$ cat src/rtl/npu_img_buf_ctrl_pkg.sv
// Shared types and constants for the NPU image ping-pong buffer controller.
package npu_pkg;

    localparam int ROWS_PER_IMG   = 28;
    localparam int NPU_MEM_ADDR_W = 12;
    localparam int NPU_MEM_DATA_W = 8;

    // Ownership of one image bank.
    typedef enum logic [1:0] {
        EMPTY = 2'd0,
        FILL  = 2'd1,
        FULL  = 2'd2,
        BUSY  = 2'd3
    } bank_state_t;

    // NPU sequencing state.
    typedef enum logic {
        H_IDLE = 1'b0,
        H_RUN  = 1'b1
    } hw_state_t;

    // The CPU may only write into the bank it is currently filling.
    function automatic logic cpu_may_write(input bank_state_t s);
        return (s == FILL);
    endfunction

    // The CPU may read back a bank it is filling or one that is waiting for the NPU.
    function automatic logic cpu_may_read(input bank_state_t s);
        return (s == FILL) || (s == FULL);
    endfunction

endpackage

$ cat src/rtl/npu_bank_port_mux.sv
// Single-port arbiter for one image bank: grants the CPU or the NPU according
// to the bank's ownership state and remembers who issued a read last cycle.
module npu_bank_port_mux
    import npu_pkg::*;
#(
    parameter int ADDR_W = NPU_MEM_ADDR_W,
    parameter int DATA_W = NPU_MEM_DATA_W
) (
    input  logic              clk,
    input  logic              resetn,
    input  logic              flush_i,
    input  bank_state_t       state_i,
    input  logic              cpu_sel_i,
    input  logic              cpu_wr_i,
    input  logic              cpu_rd_i,
    input  logic [ADDR_W-1:0] cpu_addr_i,
    input  logic [DATA_W-1:0] cpu_wrdata_i,
    input  logic              hw_sel_i,
    input  logic              hw_run_i,
    input  logic              hw_wr_i,
    input  logic              hw_rd_i,
    input  logic [ADDR_W-1:0] hw_addr_i,
    input  logic [DATA_W-1:0] hw_wrdata_i,
    output logic [ADDR_W-1:0] bank_addr_o,
    output logic              bank_wr_o,
    output logic [DATA_W-1:0] bank_wrdata_o,
    output logic              cpu_blocked_o,
    output logic              hw_blocked_o,
    output logic              cpu_rd_vld_o,
    output logic              hw_rd_vld_o
);

    logic cpu_wr_ok, cpu_rd_ok, hw_owns, hw_wr_ok, hw_rd_ok;
    logic cpu_rd_vld_q, hw_rd_vld_q;

    // Ownership is exclusive per bank, so at most one requester is ever granted.
    assign hw_owns   = hw_run_i && (state_i == BUSY);
    assign cpu_wr_ok = cpu_sel_i && cpu_wr_i && cpu_may_write(state_i) && !flush_i;
    assign cpu_rd_ok = cpu_sel_i && cpu_rd_i && cpu_may_read(state_i) && !flush_i;
    assign hw_wr_ok  = hw_sel_i && hw_wr_i && hw_owns && !flush_i;
    assign hw_rd_ok  = hw_sel_i && hw_rd_i && hw_owns && !flush_i;

    assign cpu_blocked_o = cpu_sel_i && ((cpu_wr_i && !cpu_may_write(state_i)) ||
                                         (cpu_rd_i && !cpu_may_read(state_i)));
    assign hw_blocked_o  = hw_sel_i && (hw_wr_i || hw_rd_i) && !hw_owns;

    // Steer the granted requester onto the bank port; idle port is all zero.
    always_comb begin
        bank_addr_o   = '0;
        bank_wr_o     = 1'b0;
        bank_wrdata_o = '0;
        if (hw_wr_ok || hw_rd_ok) begin
            bank_addr_o   = hw_addr_i;
            bank_wr_o     = hw_wr_ok;
            bank_wrdata_o = hw_wrdata_i;
        end else if (cpu_wr_ok || cpu_rd_ok) begin
            bank_addr_o   = cpu_addr_i;
            bank_wr_o     = cpu_wr_ok;
            bank_wrdata_o = cpu_wrdata_i;
        end
    end

    // Register which requester owns next cycle's synchronous read data.
    always_ff @(posedge clk or negedge resetn) begin
        if (!resetn) begin
            cpu_rd_vld_q <= 1'b0;
            hw_rd_vld_q  <= 1'b0;
        end else if (flush_i) begin
            cpu_rd_vld_q <= 1'b0;
            hw_rd_vld_q  <= 1'b0;
        end else begin
            cpu_rd_vld_q <= cpu_rd_ok;
            hw_rd_vld_q  <= hw_rd_ok;
        end
    end

    assign cpu_rd_vld_o = cpu_rd_vld_q;
    assign hw_rd_vld_o  = hw_rd_vld_q;

endmodule

$ cat src/rtl/npu_img_buf_ctrl.sv
// Ping-pong image buffer controller: CPU fills one bank row by row while the
// NPU processes the other; hands full images to the NPU and arbitrates ports.
module npu_img_buf_ctrl
    import npu_pkg::*;
#(
    parameter int ADDR_W       = npu_pkg::NPU_MEM_ADDR_W,
    parameter int DATA_W       = npu_pkg::NPU_MEM_DATA_W,
    parameter int ROWS_PER_IMG = npu_pkg::ROWS_PER_IMG,
    parameter int ROW_CNT_W    = 5
) (
    input  logic                 clk,
    input  logic                 resetn,
    input  logic                 buf_flush_i,
    input  logic                 cpu_bank_i,
    input  logic [ADDR_W-1:0]    cpu_addr_i,
    input  logic                 cpu_wr_i,
    input  logic                 cpu_rd_i,
    input  logic [DATA_W-1:0]    cpu_wrdata_i,
    output logic [DATA_W-1:0]    cpu_rddata_o,
    input  logic                 write_row_i,
    input  logic [ADDR_W-1:0]    hw_addr_i,
    input  logic                 hw_wr_i,
    input  logic                 hw_rd_i,
    input  logic [DATA_W-1:0]    hw_wrdata_i,
    output logic [DATA_W-1:0]    hw_rddata_o,
    output logic                 npu_start_o,
    input  logic                 npu_done_i,
    input  logic                 npu_halt_i,
    output logic [ADDR_W-1:0]    bank0_addr_o,
    output logic                 bank0_wr_o,
    output logic [DATA_W-1:0]    bank0_wrdata_o,
    input  logic [DATA_W-1:0]    bank0_rddata_i,
    output logic [ADDR_W-1:0]    bank1_addr_o,
    output logic                 bank1_wr_o,
    output logic [DATA_W-1:0]    bank1_wrdata_o,
    input  logic [DATA_W-1:0]    bank1_rddata_i,
    output logic [ROW_CNT_W-1:0] img_num_rows_written_o,
    output logic                 fill_bank_o,
    output logic                 hw_bank_o,
    output logic                 cpu_buf_avail_o,
    input  logic                 err_clr_i,
    output logic                 err_invalid_cpu_rd_wr_o,
    output logic                 err_invalid_hw_rd_wr_o
);

    bank_state_t          bank_q [2];
    bank_state_t          bank_d [2];
    logic                 fill_ptr_q, fill_ptr_d;
    logic                 hw_ptr_q, hw_ptr_d;
    logic [ROW_CNT_W-1:0] rows_q, rows_d;
    hw_state_t            hw_state_q, hw_state_d;
    logic                 npu_start_q, npu_start_d;
    logic                 err_cpu_q, err_cpu_d;
    logic                 err_hw_q, err_hw_d;
    logic                 row_err;

    logic [ADDR_W-1:0]    port_addr   [2];
    logic                 port_wr     [2];
    logic [DATA_W-1:0]    port_wrdata [2];
    logic                 cpu_blocked [2];
    logic                 hw_blocked  [2];
    logic                 cpu_rd_vld  [2];
    logic                 hw_rd_vld   [2];

    generate
        for (genvar gi = 0; gi < 2; gi++) begin : g_port
            npu_bank_port_mux #(
                .ADDR_W (ADDR_W),
                .DATA_W (DATA_W)
            ) u_mux (
                .clk           (clk),
                .resetn        (resetn),
                .flush_i       (buf_flush_i),
                .state_i       (bank_q[gi]),
                .cpu_sel_i     (cpu_bank_i == 1'(gi)),
                .cpu_wr_i      (cpu_wr_i),
                .cpu_rd_i      (cpu_rd_i),
                .cpu_addr_i    (cpu_addr_i),
                .cpu_wrdata_i  (cpu_wrdata_i),
                .hw_sel_i      (hw_ptr_q == 1'(gi)),
                .hw_run_i      (hw_state_q == H_RUN),
                .hw_wr_i       (hw_wr_i),
                .hw_rd_i       (hw_rd_i),
                .hw_addr_i     (hw_addr_i),
                .hw_wrdata_i   (hw_wrdata_i),
                .bank_addr_o   (port_addr[gi]),
                .bank_wr_o     (port_wr[gi]),
                .bank_wrdata_o (port_wrdata[gi]),
                .cpu_blocked_o (cpu_blocked[gi]),
                .hw_blocked_o  (hw_blocked[gi]),
                .cpu_rd_vld_o  (cpu_rd_vld[gi]),
                .hw_rd_vld_o   (hw_rd_vld[gi])
            );
        end
    endgenerate

    assign bank0_addr_o   = port_addr[0];
    assign bank0_wr_o     = port_wr[0];
    assign bank0_wrdata_o = port_wrdata[0];
    assign bank1_addr_o   = port_addr[1];
    assign bank1_wr_o     = port_wr[1];
    assign bank1_wrdata_o = port_wrdata[1];

    // A requester reads only one bank per cycle, so OR-ing the gated data is a mux.
    assign cpu_rddata_o = ({DATA_W{cpu_rd_vld[0]}} & bank0_rddata_i) |
                          ({DATA_W{cpu_rd_vld[1]}} & bank1_rddata_i);
    assign hw_rddata_o  = ({DATA_W{hw_rd_vld[0]}} & bank0_rddata_i) |
                          ({DATA_W{hw_rd_vld[1]}} & bank1_rddata_i);

    assign img_num_rows_written_o  = rows_q;
    assign fill_bank_o             = fill_ptr_q;
    assign hw_bank_o               = hw_ptr_q;
    assign cpu_buf_avail_o         = (bank_q[0] == FILL) || (bank_q[1] == FILL);
    assign npu_start_o             = npu_start_q;
    assign err_invalid_cpu_rd_wr_o = err_cpu_q;
    assign err_invalid_hw_rd_wr_o  = err_hw_q;

    // Next state: row update first, then NPU done, then start scheduling.
    always_comb begin
        bank_d      = bank_q;
        fill_ptr_d  = fill_ptr_q;
        hw_ptr_d    = hw_ptr_q;
        rows_d      = rows_q;
        hw_state_d  = hw_state_q;
        npu_start_d = 1'b0;
        row_err     = 1'b0;

        if (write_row_i) begin
            if (bank_q[fill_ptr_q] != FILL) begin
                row_err = 1'b1;
            end else if (rows_q == ROW_CNT_W'(ROWS_PER_IMG - 1)) begin
                bank_d[fill_ptr_q] = FULL;
                rows_d             = '0;
                if (bank_q[~fill_ptr_q] == EMPTY) begin
                    bank_d[~fill_ptr_q] = FILL;
                    fill_ptr_d          = ~fill_ptr_q;
                end
            end else begin
                rows_d = rows_q + 1'b1;
            end
        end

        if ((hw_state_q == H_RUN) && npu_done_i) begin
            bank_d[hw_ptr_q] = EMPTY;
            hw_ptr_d         = ~hw_ptr_q;
            hw_state_d       = H_IDLE;
            // Give the freed bank straight back to the CPU if it has nothing to fill.
            if ((bank_d[0] != FILL) && (bank_d[1] != FILL)) begin
                bank_d[hw_ptr_q] = FILL;
                fill_ptr_d       = hw_ptr_q;
            end
        end else if ((hw_state_q == H_IDLE) && (bank_q[hw_ptr_q] == FULL) && !npu_halt_i) begin
            bank_d[hw_ptr_q] = BUSY;
            hw_state_d       = H_RUN;
            npu_start_d      = 1'b1;
        end

        // Sticky errors: a new violation wins over a clear in the same cycle.
        err_cpu_d = row_err || cpu_blocked[0] || cpu_blocked[1] || (err_cpu_q && !err_clr_i);
        err_hw_d  = hw_blocked[0] || hw_blocked[1] || (err_hw_q && !err_clr_i);

        if (buf_flush_i) begin
            bank_d[0]   = FILL;
            bank_d[1]   = EMPTY;
            fill_ptr_d  = 1'b0;
            hw_ptr_d    = 1'b0;
            rows_d      = '0;
            hw_state_d  = H_IDLE;
            npu_start_d = 1'b0;
            err_cpu_d   = 1'b0;
            err_hw_d    = 1'b0;
        end
    end

    // Controller state registers.
    always_ff @(posedge clk or negedge resetn) begin
        if (!resetn) begin
            bank_q[0]   <= FILL;
            bank_q[1]   <= EMPTY;
            fill_ptr_q  <= 1'b0;
            hw_ptr_q    <= 1'b0;
            rows_q      <= '0;
            hw_state_q  <= H_IDLE;
            npu_start_q <= 1'b0;
            err_cpu_q   <= 1'b0;
            err_hw_q    <= 1'b0;
        end else begin
            bank_q      <= bank_d;
            fill_ptr_q  <= fill_ptr_d;
            hw_ptr_q    <= hw_ptr_d;
            rows_q      <= rows_d;
            hw_state_q  <= hw_state_d;
            npu_start_q <= npu_start_d;
            err_cpu_q   <= err_cpu_d;
            err_hw_q    <= err_hw_d;
        end
    end

endmodule

$ cat config.mk
export PLATFORM = sky130hd
export DESIGN_NAME = npu_img_buf_ctrl
export DESIGN_NICKNAME = d
export VERILOG_FILES = /design/src/rtl/npu_img_buf_ctrl_pkg.sv /design/src/rtl/npu_bank_port_mux.sv /design/src/rtl/npu_img_buf_ctrl.sv
export SDC_FILE = /design/constraint.sdc
export NUM_CORES = 1
export LEC_CHECK = 0
export CAP_MARGIN = 20
export CORE_MARGIN = 5
export CORE_UTILIZATION = 25
export DETAILED_ROUTE_END_ITERATION = 16
export PLACE_DENSITY_LB_ADDON = 0.15
export REMOVE_ABC_BUFFERS = 1
export SLEW_MARGIN = 20
export SYNTH_ARGS = -nofsm -noshare
export SYNTH_HDL_FRONTEND = slang
export SYNTH_HIERARCHICAL = 1
export SYNTH_SLANG_ARGS = --single-unit
$ cat constraint.sdc
create_clock -name clk -period 2.2 [get_ports clk]
set_input_delay 0.55 -clock clk [delete_from_list [all_inputs] [get_ports clk]]
set_output_delay 0.55 -clock clk [all_outputs]
set_load 0.03 [all_outputs]
=== Yosys cells after proc, flatten, opt, wreduce, memory -nomap -nowiden ===
Index checks and enable logic that the tools add are counted.

* Register bits: 19
* Input bits: 68
* Logic and storage cells: 193

* $add $sub $neg: 1
* $lt $le $gt $ge: 6
* Eq/ne operators: 12
* Muxes and demuxes: 62
* Bitwise gates (word level): 25
* Reduce and logical (&&, ||, !) cells: 74

{| class="wikitable"
|+ Operator list
! cell !! number
|-
| 12-bit two-way mux || 4
|-
| 1-bit logical AND || 45
|-
| 8-bit AND || 4
|-
| 4-bit two-way mux || 8
|-
| 8-bit two-way mux || 4
|-
| 1-bit two-way mux || 27
|-
| 2-bit two-way mux || 12
|-
| 5-bit two-way mux || 4
|-
| 8-bit OR || 2
|-
| 1-bit logical OR || 15
|-
| 2-bit == test (second input constant) || 5
|-
| 1-bit zero test || 9
|-
| 2-bit AND || 3
|-
| 2-bit demux with 1-bit select || 3
|-
| 2-bit >= comparator (second input constant) || 3
|-
| 2-bit by 1-bit < comparator with 1-bit output (second input constant) || 3
|-
| 2-bit by 1-bit inequality test with 1-bit output (second input constant) || 3
|-
| 1-bit inverter with 2-bit output || 3
|-
| 2-bit inverter || 3
|-
| 2-bit OR || 3
|-
| 5-bit by 1-bit adder with 5-bit output (second input constant) || 1
|-
| 5-bit == test (second input constant) || 1
|-
| 4-bit AND || 1
|-
| 2-bit by 1-bit == test with 1-bit output (second input constant) || 2
|-
| other kinds (8) || 12
|}

=== Logic depth before layout (Yosys ltp) ===
Gate-level depths: netlist of run 1.

* Depth in word-level cells: 18
* Mapped depth: 6
* Depth with buffers taken out: 6

=== Modules after synthesis ===
Netlist of run 1, hierarchy kept.

{| class="wikitable"
|+ Modules (own cells, without submodules)
! module !! times used !! cells each !! area each (µm²) !! seq. area each (µm²)
|-
| npu_bank_port_mux || 2 || 71 || 564.3 || 50.0
|-
| npu_img_buf_ctrl || 1 || 118 || 1,062.3 || 376.6
|}

=== Worst setup path before layout of run 1 ===
OpenSTA, ideal clock, no wires.

* Path kind: reg-to-output
* Start: register hw_ptr_q (netlist: hw_bank_o)
* End: output bank0_wr_o
* Arrival: 1.722 ns
* Setup slack: -0.072 ns
* Stages on the path, launching flop included: 6
* Path buffers: 2
* Cell sequence: dfrtp_1 -> buf_4 -> inv_1 -> nand4b_4 -> clkbuf_1 -> o2bb2ai_1

* Cells in the longest elaborated chain, start to end: 6
* Elaborated cells between the ends (all ways): 9
* Classes of those cells: 1 x mux; 1 x bitwise; 7 x reduce/logical

{| class="wikitable"
|+ RTL lines
! element !! RTL line !! RTL
|-
| start, declared || npu_img_buf_ctrl.sv:49 || <nowiki>logic hw_ptr_q, hw_ptr_d;</nowiki>
|-
| start signal, assigned || npu_img_buf_ctrl.sv:190 || <nowiki>hw_ptr_q <= hw_ptr_d;</nowiki>
|-
| 1-bit inverter * || npu_img_buf_ctrl.sv:80 || <nowiki>.hw_sel_i (hw_ptr_q == 1'(gi)),</nowiki>
|-
| 1-bit logical AND, on equally long branches (3 in a row) || npu_bank_port_mux.sv:40, npu_bank_port_mux.sv:41 ||
|-
| 1-bit logical OR || npu_bank_port_mux.sv:52 || <nowiki>if (hw_wr_ok || hw_rd_ok) begin</nowiki>
|-
| 1-bit two-way mux * || npu_bank_port_mux.sv:52 ||
|-
| end, declared || npu_img_buf_ctrl.sv:30 || <nowiki>output logic bank0_wr_o,</nowiki>
|}

Every way passes the cells marked *; elsewhere a longest branch is shown, timed or not.

=== Worst setup path after layout of run 1 ===
* Start: register bank_q[2] (netlist bit)
* End: output bank0_wrdata_o[7]

* Cells in the longest elaborated chain, start to end: 7
* Elaborated cells between the ends (all ways): 17
* Classes of those cells: 3 x eq/ne; 2 x mux; 12 x reduce/logical

{| class="wikitable"
|+ RTL lines
! element !! RTL line !! RTL
|-
| start, declared || npu_img_buf_ctrl.sv:46 || <nowiki>bank_state_t bank_q [2];</nowiki>
|-
| start signal, assigned || npu_img_buf_ctrl.sv:188 || <nowiki>bank_q <= bank_d;</nowiki>
|-
| 2-bit by 1-bit == test with 1-bit output / 2-bit == test (equally long branches) || npu_img_buf_ctrl_pkg.sv:24, npu_img_buf_ctrl_pkg.sv:29 ||
|-
| 1-bit logical OR || npu_img_buf_ctrl_pkg.sv:29 || <nowiki>return (s == FILL) || (s == FULL);</nowiki>
|-
| 1-bit logical AND (2 in a row) || npu_bank_port_mux.sv:39 || <nowiki>assign cpu_rd_ok = cpu_sel_i && cpu_rd_i && cpu_may_read(state_i) && !flush_i;</nowiki>
|-
| 1-bit logical OR || npu_bank_port_mux.sv:56 || <nowiki>end else if (cpu_wr_ok || cpu_rd_ok) begin</nowiki>
|-
| 8-bit two-way mux || npu_bank_port_mux.sv:56 ||
|-
| 8-bit two-way mux * || npu_bank_port_mux.sv:52 ||
|-
| end, declared || npu_img_buf_ctrl.sv:31 || <nowiki>output logic [DATA_W-1:0] bank0_wrdata_o,</nowiki>
|}

Marks and branches as above.

==> metrics.log, run 1 <==
[metrics] post-synth top area share: 20.56%
[metrics] Critical Path Source Type: register
[metrics] Routability Congestion: 0.8312
[metrics] port buffer count: approximately 140
[metrics] clock tree from TritonCTS: built
[metrics] Area Overhead vs Synth: 88.58%
[metrics] most frequent cell after synthesis: sky130_fd_sc_hd__nor3b_1
[metrics] launch point of the worst path: bank_q[2]
[metrics] DR pass1 iterations: 4
[metrics] final setup skew: between 0.005 and 0.006 ns
[metrics] number of I/O pins: 137
[metrics] stage delay of the slowest cell on the critical path: 0.56 ns
[metrics] length in cells of the worst reg-to-reg path: 6
[metrics] Net count, final: 493
[metrics] relative max-transition margin: 65.80%
[metrics] Antenna Nets Post-Route: 0
[metrics] biggest area contributors in the synthesized netlist: sky130_fd_sc_hd__dfrtp_1 (21%), sky130_fd_sc_hd__a31o_1 (16%), sky130_fd_sc_hd__nor3b_1 (14%)
[metrics] largest vdd supply drop: about 0.17 mV
[metrics] starting density of the core: roughly a quarter
[metrics] dpl ws: -0.4831 ns
[metrics] power per standard cell area: 235.3 nW/um2
[metrics] worst endpoint data arrival time: between 1.5 and 2 ns
[metrics] Num CTS Buffers: 3
[metrics] source of the worst register-to-register timing path: img_num_rows_written_o[0]
[metrics] register bit total from synthesis: 19
[metrics] final-report max-slew violation count: 0
[metrics] Achievable Freq: slightly above 400 MHz
[metrics] Hold Crit Start: err_invalid_hw_rd_wr_o
[metrics] vertical die dimension: 103.6 um
[metrics] Power, Total: 972.2 uW
[metrics] total routing resource utilization after global routing: 16.68%
[metrics] register clock-pin slew on the reported worst setup and hold paths: 0.08 ns
[metrics] area of the die: 10740 um2
[metrics] crit-path cells: ha_1 -> nand2b_4 -> a21oi_4 -> buf_12 -> a31o_1 -> buf_6
[metrics] minimum clock period after layout: 2.420 ns
[metrics] number of vias per cell after detailed routing: 5.184
[metrics] Remaining DRCs: 0
[metrics] antenna violations before repair: 0
[metrics] period utilisation layout: 110.0%
[metrics] capturing element type of the critical path: primary output
[metrics] sum of overflow across all layers after global routing: 0
[metrics] netlist area before placement: 2191 um2
[metrics] violated checks: setup timing
[metrics] slack of the worst reg-to-reg path: 0.32 ns
[metrics] critical path class: reg2out
[metrics] Worst EP required: 1.65 ns
[metrics] detailed-placement wirelength estimate: between 6000 and 7000 um
[metrics] antenna fix cells: 0
[metrics] deepest clock path buffer count: 2
[metrics] Clk Latency, worst-skew pair: 0.26 ns
[metrics] Die Span X: 103.6 um
[metrics] type of the most critical hold path: reg2reg
[metrics] CTS sink cnt: 19
[metrics] # H-tree levels: 1
[metrics] number of vias after detailed routing: 2732
[metrics] hold-critical path depth: 2
[metrics] cts hold-fix bufs: 0
[metrics] Mapped Cells: 260
[metrics] transition time at the pin with the least slew margin: roughly 0.51 ns
[metrics] number of different library cells in the post-synthesis netlist: 43
[metrics] reported max-cap violation count: 0
[metrics] pin count of the biggest net entering global routing: 23
[metrics] Post-Syn Area per Cell: 8.426 um2
[metrics] global-route wire length before repair: 14990 um
[metrics] sum of routed wire length over all layers: between 9000 and 10000 um
[metrics] Primary FF master, synth: sky130_fd_sc_hd__dfrtp_1
[metrics] leakage power: 0.001767 uW
[metrics] status: finished, violations left
[metrics] asr flop ratio synth: 100.0%
[metrics] Placement Rows: 34
[metrics] capture endpoint of the worst hold path: err_invalid_hw_rd_wr_o
[metrics] cell type with the largest total area after synthesis: sky130_fd_sc_hd__dfrtp_1
[metrics] placeable core area: 8636 um2
[metrics] clock root cell: sky130_fd_sc_hd__clkbuf_8
[metrics] final count of hold timing violations: 0
[metrics] capture point of the worst reg-to-reg path: fill_bank_o
[metrics] DR iter-0 viols: 75
[metrics] crit path max fanout: 20
[metrics] CP max-delay cell: sky130_fd_sc_hd__dfstp_2
[metrics] share of synthesized area occupied by flip-flops and latches: around 22%
[metrics] crit path setup slack, layout: -0.2204 ns
[metrics] setup repair after global routing missed its margin: yes
[metrics] vias in the first global route: 2941
[metrics] setup_tns: -7.313 ns
[metrics] number of synthesis warnings: 6
[metrics] commonest cells in the netlist: sky130_fd_sc_hd__nor3b_1 (41), sky130_fd_sc_hd__a31o_1 (40), sky130_fd_sc_hd__dfrtp_1 (18)
[metrics] count of final setup violators: 41
[metrics] wire per inst: 17.91 um
[metrics] fraction of final layout cells sized beyond drive strength 1: approximately a third
[metrics] number of flops mapped to enable cells by yosys: 0
flip-flops by register name, summed over array words and instances, names as in the netlist:
signal / cells
bank_q: 4
img_num_rows_written_o: 5
fill_bank_o: 1
err_invalid_cpu_rd_wr_o: 1
g_port.u_mux/cpu_rd_vld_o: 2
err_invalid_hw_rd_wr_o: 1
hw_bank_o: 1
npu_start_o: 1
hw_state_q: 1
g_port.u_mux/hw_rd_vld_o: 2
cells in the final DEF, fill, tap and decap left out, drive strengths merged, types with 2 or more instances in the layout:
master | netlist | final
a21oi | 16 | 16
nand4b | 4 | 4
nand2b | 8 | 8
a31o | 40 | 40
nor2 | 16 | 16
and2 | 2 | 2
nand2 | 13 | 13
a211oi | 2 | 2
buf | 10 | 97
ha | 5 | 5
mux2i | 2 | 2
a21boi | 2 | 2
or3 | 2 | 2
or2 | 2 | 5
inv | 13 | 13
dlygate4sd2 | 0 | 6
dfrtp | 18 | 18
o21ai | 6 | 6
o2bb2ai | 2 | 2
xnor2 | 2 | 2
nor3b | 41 | 41
nor2b | 2 | 2
nand3 | 3 | 3
clkdlybuf4s50 | 0 | 70
clkbuf | 13 | 4
a22o | 16 | 16
nor3 | 7 | 7
worst max-delay path: cells and delay by family (launching register included):
kind / cells / cell delay (ns)
AND/OR/NAND/NOR: 1 / 0.16
flip-flops: 1 / 0.56
buffers and inverters: 2 / 0.31
AO/OA/AOI/OAI: 2 / 0.33
adder cells (fa/ha/maj): 1 / 0.25
final cells by class:
type                            instances  area (um2)
Clock buffer                            4       45.04
Fill cell                             849        4504
Inverter                               13       48.80
Multi-Input combinational cell        208        1717
Sequential cell                        19       478.0
Tap cell                              108       135.1
Timing Repair Buffer                  175        1708
metrics by stage:
step	hold slack [ns]	instances	area, um2	utilization, %
floorplan	0.2544	237	2058	-
global placement	0.5495	516	3714	43.00
detailed placement	0.5272	516	3714	43.00
CTS	0.5633	527	4001	46.33
global route	0.6049	527	4131	47.84
finish	0.5559	527	4131	47.84
what timing repair did:
action	in CTS	in global routing
pin swaps	24	3
setup endpoints to repair	43	43
setup buffers	1	0
resized for setup	62	29
cloned	6	0
routing by layer:
layer	part of all wire (%)	track usage, %
met1	41	18.71
met2	50	30.69
met3	5.9	4.104
met4	2.8	5.061
met5	0	0
worst max path at each step:
stage | to | slack, ns | cells after the start
after floorplan | bank0_addr_o[0] | -0.54 | 4
after global placement | bank1_addr_o[2] | -0.43 | 7
after detailed placement | bank1_wrdata_o[3] | -0.48 | 7
after CTS | bank0_wrdata_o[1] | -0.24 | 5
after global routing | bank0_addr_o[10] | -0.30 | 6
final | bank0_wrdata_o[7] | -0.22 | 6
cell families after synthesis:
| logic type | share of synthesized area (%) |
|---|---|
| adders and majority gates | 2.856 |
| xor gates and xnor gates | 0.7997 |
| and+or+nand+nor | 32.55 |
| buffers and inverters | 8.281 |
| AOI/OAI and AO/OA | 32.32 |
| DFF | 21.76 |
| muxes | 1.428 |
power by group:
group          switching [uW]  internal (uW)  total (uW)
sequential               6.90            355         362
clock                     118            129         247
combinational             160            203         364
total                     285            687         972
Power figures use the tool's default switching activity.
==> inputs of run 2 (changes only) <==
==> constraint.sdc (replaced) <==
create_clock -name clk -period 2.24 [get_ports clk]
set_input_delay 0.56 -clock clk [delete_from_list [all_inputs] [get_ports clk]]
set_output_delay 0.56 -clock clk [all_outputs]
set_load 0.03 [all_outputs]
==> run 2 against run 1 <==
  * The flow still finishes with violations (setup timing)
  * Non-clock buffer count increased by 4
  * Worst hold slack better by 0.0069 ns
  * Critical path type unchanged
  * First-iteration DRC count is 37% higher
  * Utilization increased by 2.7 points
  * Routed wire length grew 4.8%
  * Via count increased by 1.1%
  * Design area increased by 5.7%
  * Clock skew shrank 0.0029 ns
  * Global-route usage up 0.12 points
  * Power hardly changed
  * Sequential share of layout area decreased by 0.65 points
  * Critical path depth down 1
==> metrics.log, run 2 (synthesis results as in run 1) <==
[metrics] starting density of the core: 25.37% (unchanged)
[metrics] area of the die: 10740 um2 (unchanged)
[metrics] total routing resource utilization after global routing: 16.79% (+0.12 points)
[metrics] pin count of the biggest net entering global routing: 23 (unchanged)
[metrics] sum of overflow across all layers after global routing: 0 (unchanged)
[metrics] length in cells of the worst reg-to-reg path: 6 (unchanged)
[metrics] deepest clock path buffer count: 2 (unchanged)
[metrics] fraction of final layout cells sized beyond drive strength 1: 38.97% (+4.6 points)
[metrics] global-route wire length before repair: 14970 um (-0.13%)
[metrics] transition time at the pin with the least slew margin: 0.5283 ns (+0.02057 ns)
[metrics] # H-tree levels: 1 (unchanged)
[metrics] capturing element type of the critical path: primary output
[metrics] violated checks: setup timing
[metrics] Routability Congestion: 0.8353 (+0.49%)
[metrics] worst endpoint data arrival time: 1.91 ns (+0.04 ns)
[metrics] slack of the worst reg-to-reg path: 0.32 ns (about the same)
[metrics] placeable core area: 8636 um2 (unchanged)
[metrics] relative max-transition margin: 64.41% (-1.4 points)
[metrics] capture point of the worst reg-to-reg path: fill_bank_o
[metrics] Cell Count, Final, Fillers Out: 534 (+1.3%)
[metrics] cts hold-fix bufs: 0 (unchanged)
[metrics] vertical die dimension: 103.6 um (unchanged)
[metrics] DR pass1 iterations: 4 (unchanged)
[metrics] power per standard cell area: 222.8 nW/um2 (-5.3%)
[metrics] CP Capture Point: bank0_addr_o[1]
[metrics] largest vdd supply drop: 0.1491 mV (-13%)
[metrics] reported max-cap violation count: 0 (unchanged)
[metrics] leakage power: 0.001812 uW (+2.5%)
[metrics] # placed instances: 514 (-0.39%)
[metrics] final setup skew: 0.002583 ns (-0.002879 ns)
[metrics] Worst EP required: 1.68 ns (+0.03 ns)
[metrics] vias in the first global route: 2849 (-3.1%)
[metrics] Placement Rows: 34 (unchanged)
[metrics] final count of hold timing violations: 0 (unchanged)
[metrics] type of the most critical hold path: reg2reg
[metrics] final-report max-slew violation count: 0 (unchanged)
[metrics] sum of routed wire length over all layers: 9895 um (+4.8%)
[metrics] number of vias after detailed routing: 2761 (+1.1%)
[metrics] dpl ws: -0.4361 ns (+0.04702 ns)
[metrics] count of final setup violators: 42 (+2.4%)
[metrics] setup_tns: -6.325 ns (+0.9879 ns)
[metrics] antenna violations before repair: 0 (unchanged)
[metrics] source of the worst register-to-register timing path: bank_q[2]
[metrics] wire per inst: 18.53 um (+3.5%)
[metrics] crit path max fanout: 6 (-70%)
[metrics] number of flip-flops in the largest register: 5 (unchanged)
[metrics] CTS sink cnt: 19 (unchanged)
[metrics] number of I/O pins: 137 (unchanged)
[metrics] Critical Path Source Type: register
[metrics] crit path setup slack, layout: -0.2255 ns (-0.005088 ns)
[metrics] Clk Latency, worst-skew pair: 0.26 ns (about the same)
[metrics] Achievable Freq: 405.6 MHz
[metrics] clock tree from TritonCTS: built
[metrics] detailed-placement wirelength estimate: 6709 um (-0.69%)
[metrics] period utilisation layout: 110.1%
[metrics] clock root cell: sky130_fd_sc_hd__clkbuf_8
[metrics] number of vias per cell after detailed routing: 5.170 (-0.26%)
[metrics] DR iter-0 viols: 103 (+37%)
[metrics] most common library cell in the layout ignoring fill and taps: sky130_fd_sc_hd__clkdlybuf4s50_1
[metrics] Net count, final: 500 (+1.4%)
[metrics] antenna fix cells: 0 (unchanged)
[metrics] highest-count cells in the layout ignoring fill and taps: sky130_fd_sc_hd__clkdlybuf4s50_1 (70), sky130_fd_sc_hd__buf_4 (48), sky130_fd_sc_hd__buf_6 (47), sky130_fd_sc_hd__a31o_1 (40), sky130_fd_sc_hd__nor3b_2 (25)
[metrics] minimum clock period after layout: 2.465 ns
[metrics] status: finished, violations left
[metrics] Antenna Nets Post-Route: 0 (unchanged)
[metrics] Num CTS Buffers: 3 (unchanged)
[metrics] port buffer count: 136 (unchanged)
[metrics] register clock-pin slew on the reported worst setup and hold paths: 0.07 ns (about the same)
[metrics] Die Span X: 103.6 um (unchanged)
[metrics] Remaining DRCs: 0 (unchanged)
[metrics] Area Overhead vs Synth: 99.31%
[metrics] critical path class: reg2out
[metrics] launch point of the worst path: bank_q[2]
[metrics] setup repair after global routing missed its margin: yes
## run 2: cell types whose count changed in the layout (fill, tap and decap cells not counted), sizes merged
cell	change
or2	+3
clkbuf	+1
buf	+3
## run 2: metrics by stage
step	utilization (%)	total power, uW	cell area, um2	hold slack, ns
4_1_cts	47.59	976.4	4110	0.5678
3_3_place_gp	42.83	698.9	3699	0.5496
5_1_grt	50.57	1014	4367	0.6149
3_5_place_dp	42.83	699.5	3699	0.5301
2_1_floorplan	-	471.7	2058	0.2644
6_report	50.57	972.8	4367	0.5628
## run 2: critical path, stage by stage, from the launching register on
cell                       delay, ns
sky130_fd_sc_hd__dfstp_2        0.59
sky130_fd_sc_hd__ha_4           0.16
sky130_fd_sc_hd__nand4b_4       0.17
sky130_fd_sc_hd__or2_4          0.34
sky130_fd_sc_hd__a31o_1         0.24
sky130_fd_sc_hd__buf_6          0.14
## run 2: worst min path at each step
stage,endpoint,startpoint,cells past startpoint
after floorplan,bank_q[0],resetn,0
after global placement,err_invalid_hw_rd_wr_o,err_invalid_hw_rd_wr_o,2
after detailed placement,err_invalid_hw_rd_wr_o,err_invalid_hw_rd_wr_o,2
after CTS,err_invalid_hw_rd_wr_o,err_invalid_hw_rd_wr_o,2
after global routing,img_num_rows_written_o[1],img_num_rows_written_o[1],2
final,err_invalid_hw_rd_wr_o,err_invalid_hw_rd_wr_o,2
## run 2: metal layers
layer	GRT usage (%)	part of all wire (%)	vias to the layer above
met4	5.530	2.0	0
li1	-	-	1324
met5	0	0	-
met2	29.28	50	95
met3	3.980	5.7	14
met1	20.11	42	1328
## run 2: final cells by class
class | count | area [um2]
clock buffers | 4 | 45.04
multi-input cells | 211 | 1879
fillers | 831 | 4269
repair buffers | 179 | 1782
well taps | 108 | 135.1
flip-flops and latches | 19 | 476.7
inverters | 13 | 48.80
## run 2: repair_timing
item,CTS,global route
gates resized for setup,81,45
gates cloned,7,4
setup endpoints to repair,43,43
pin swaps,36,27
setup buffers,3,4
## run 2: power by group
group	internal, uW	switching [uW]	leakage, uW
logic	207	167	0.00153
clock network	127	117	0.0000228
registers	349	6.80	0.000257
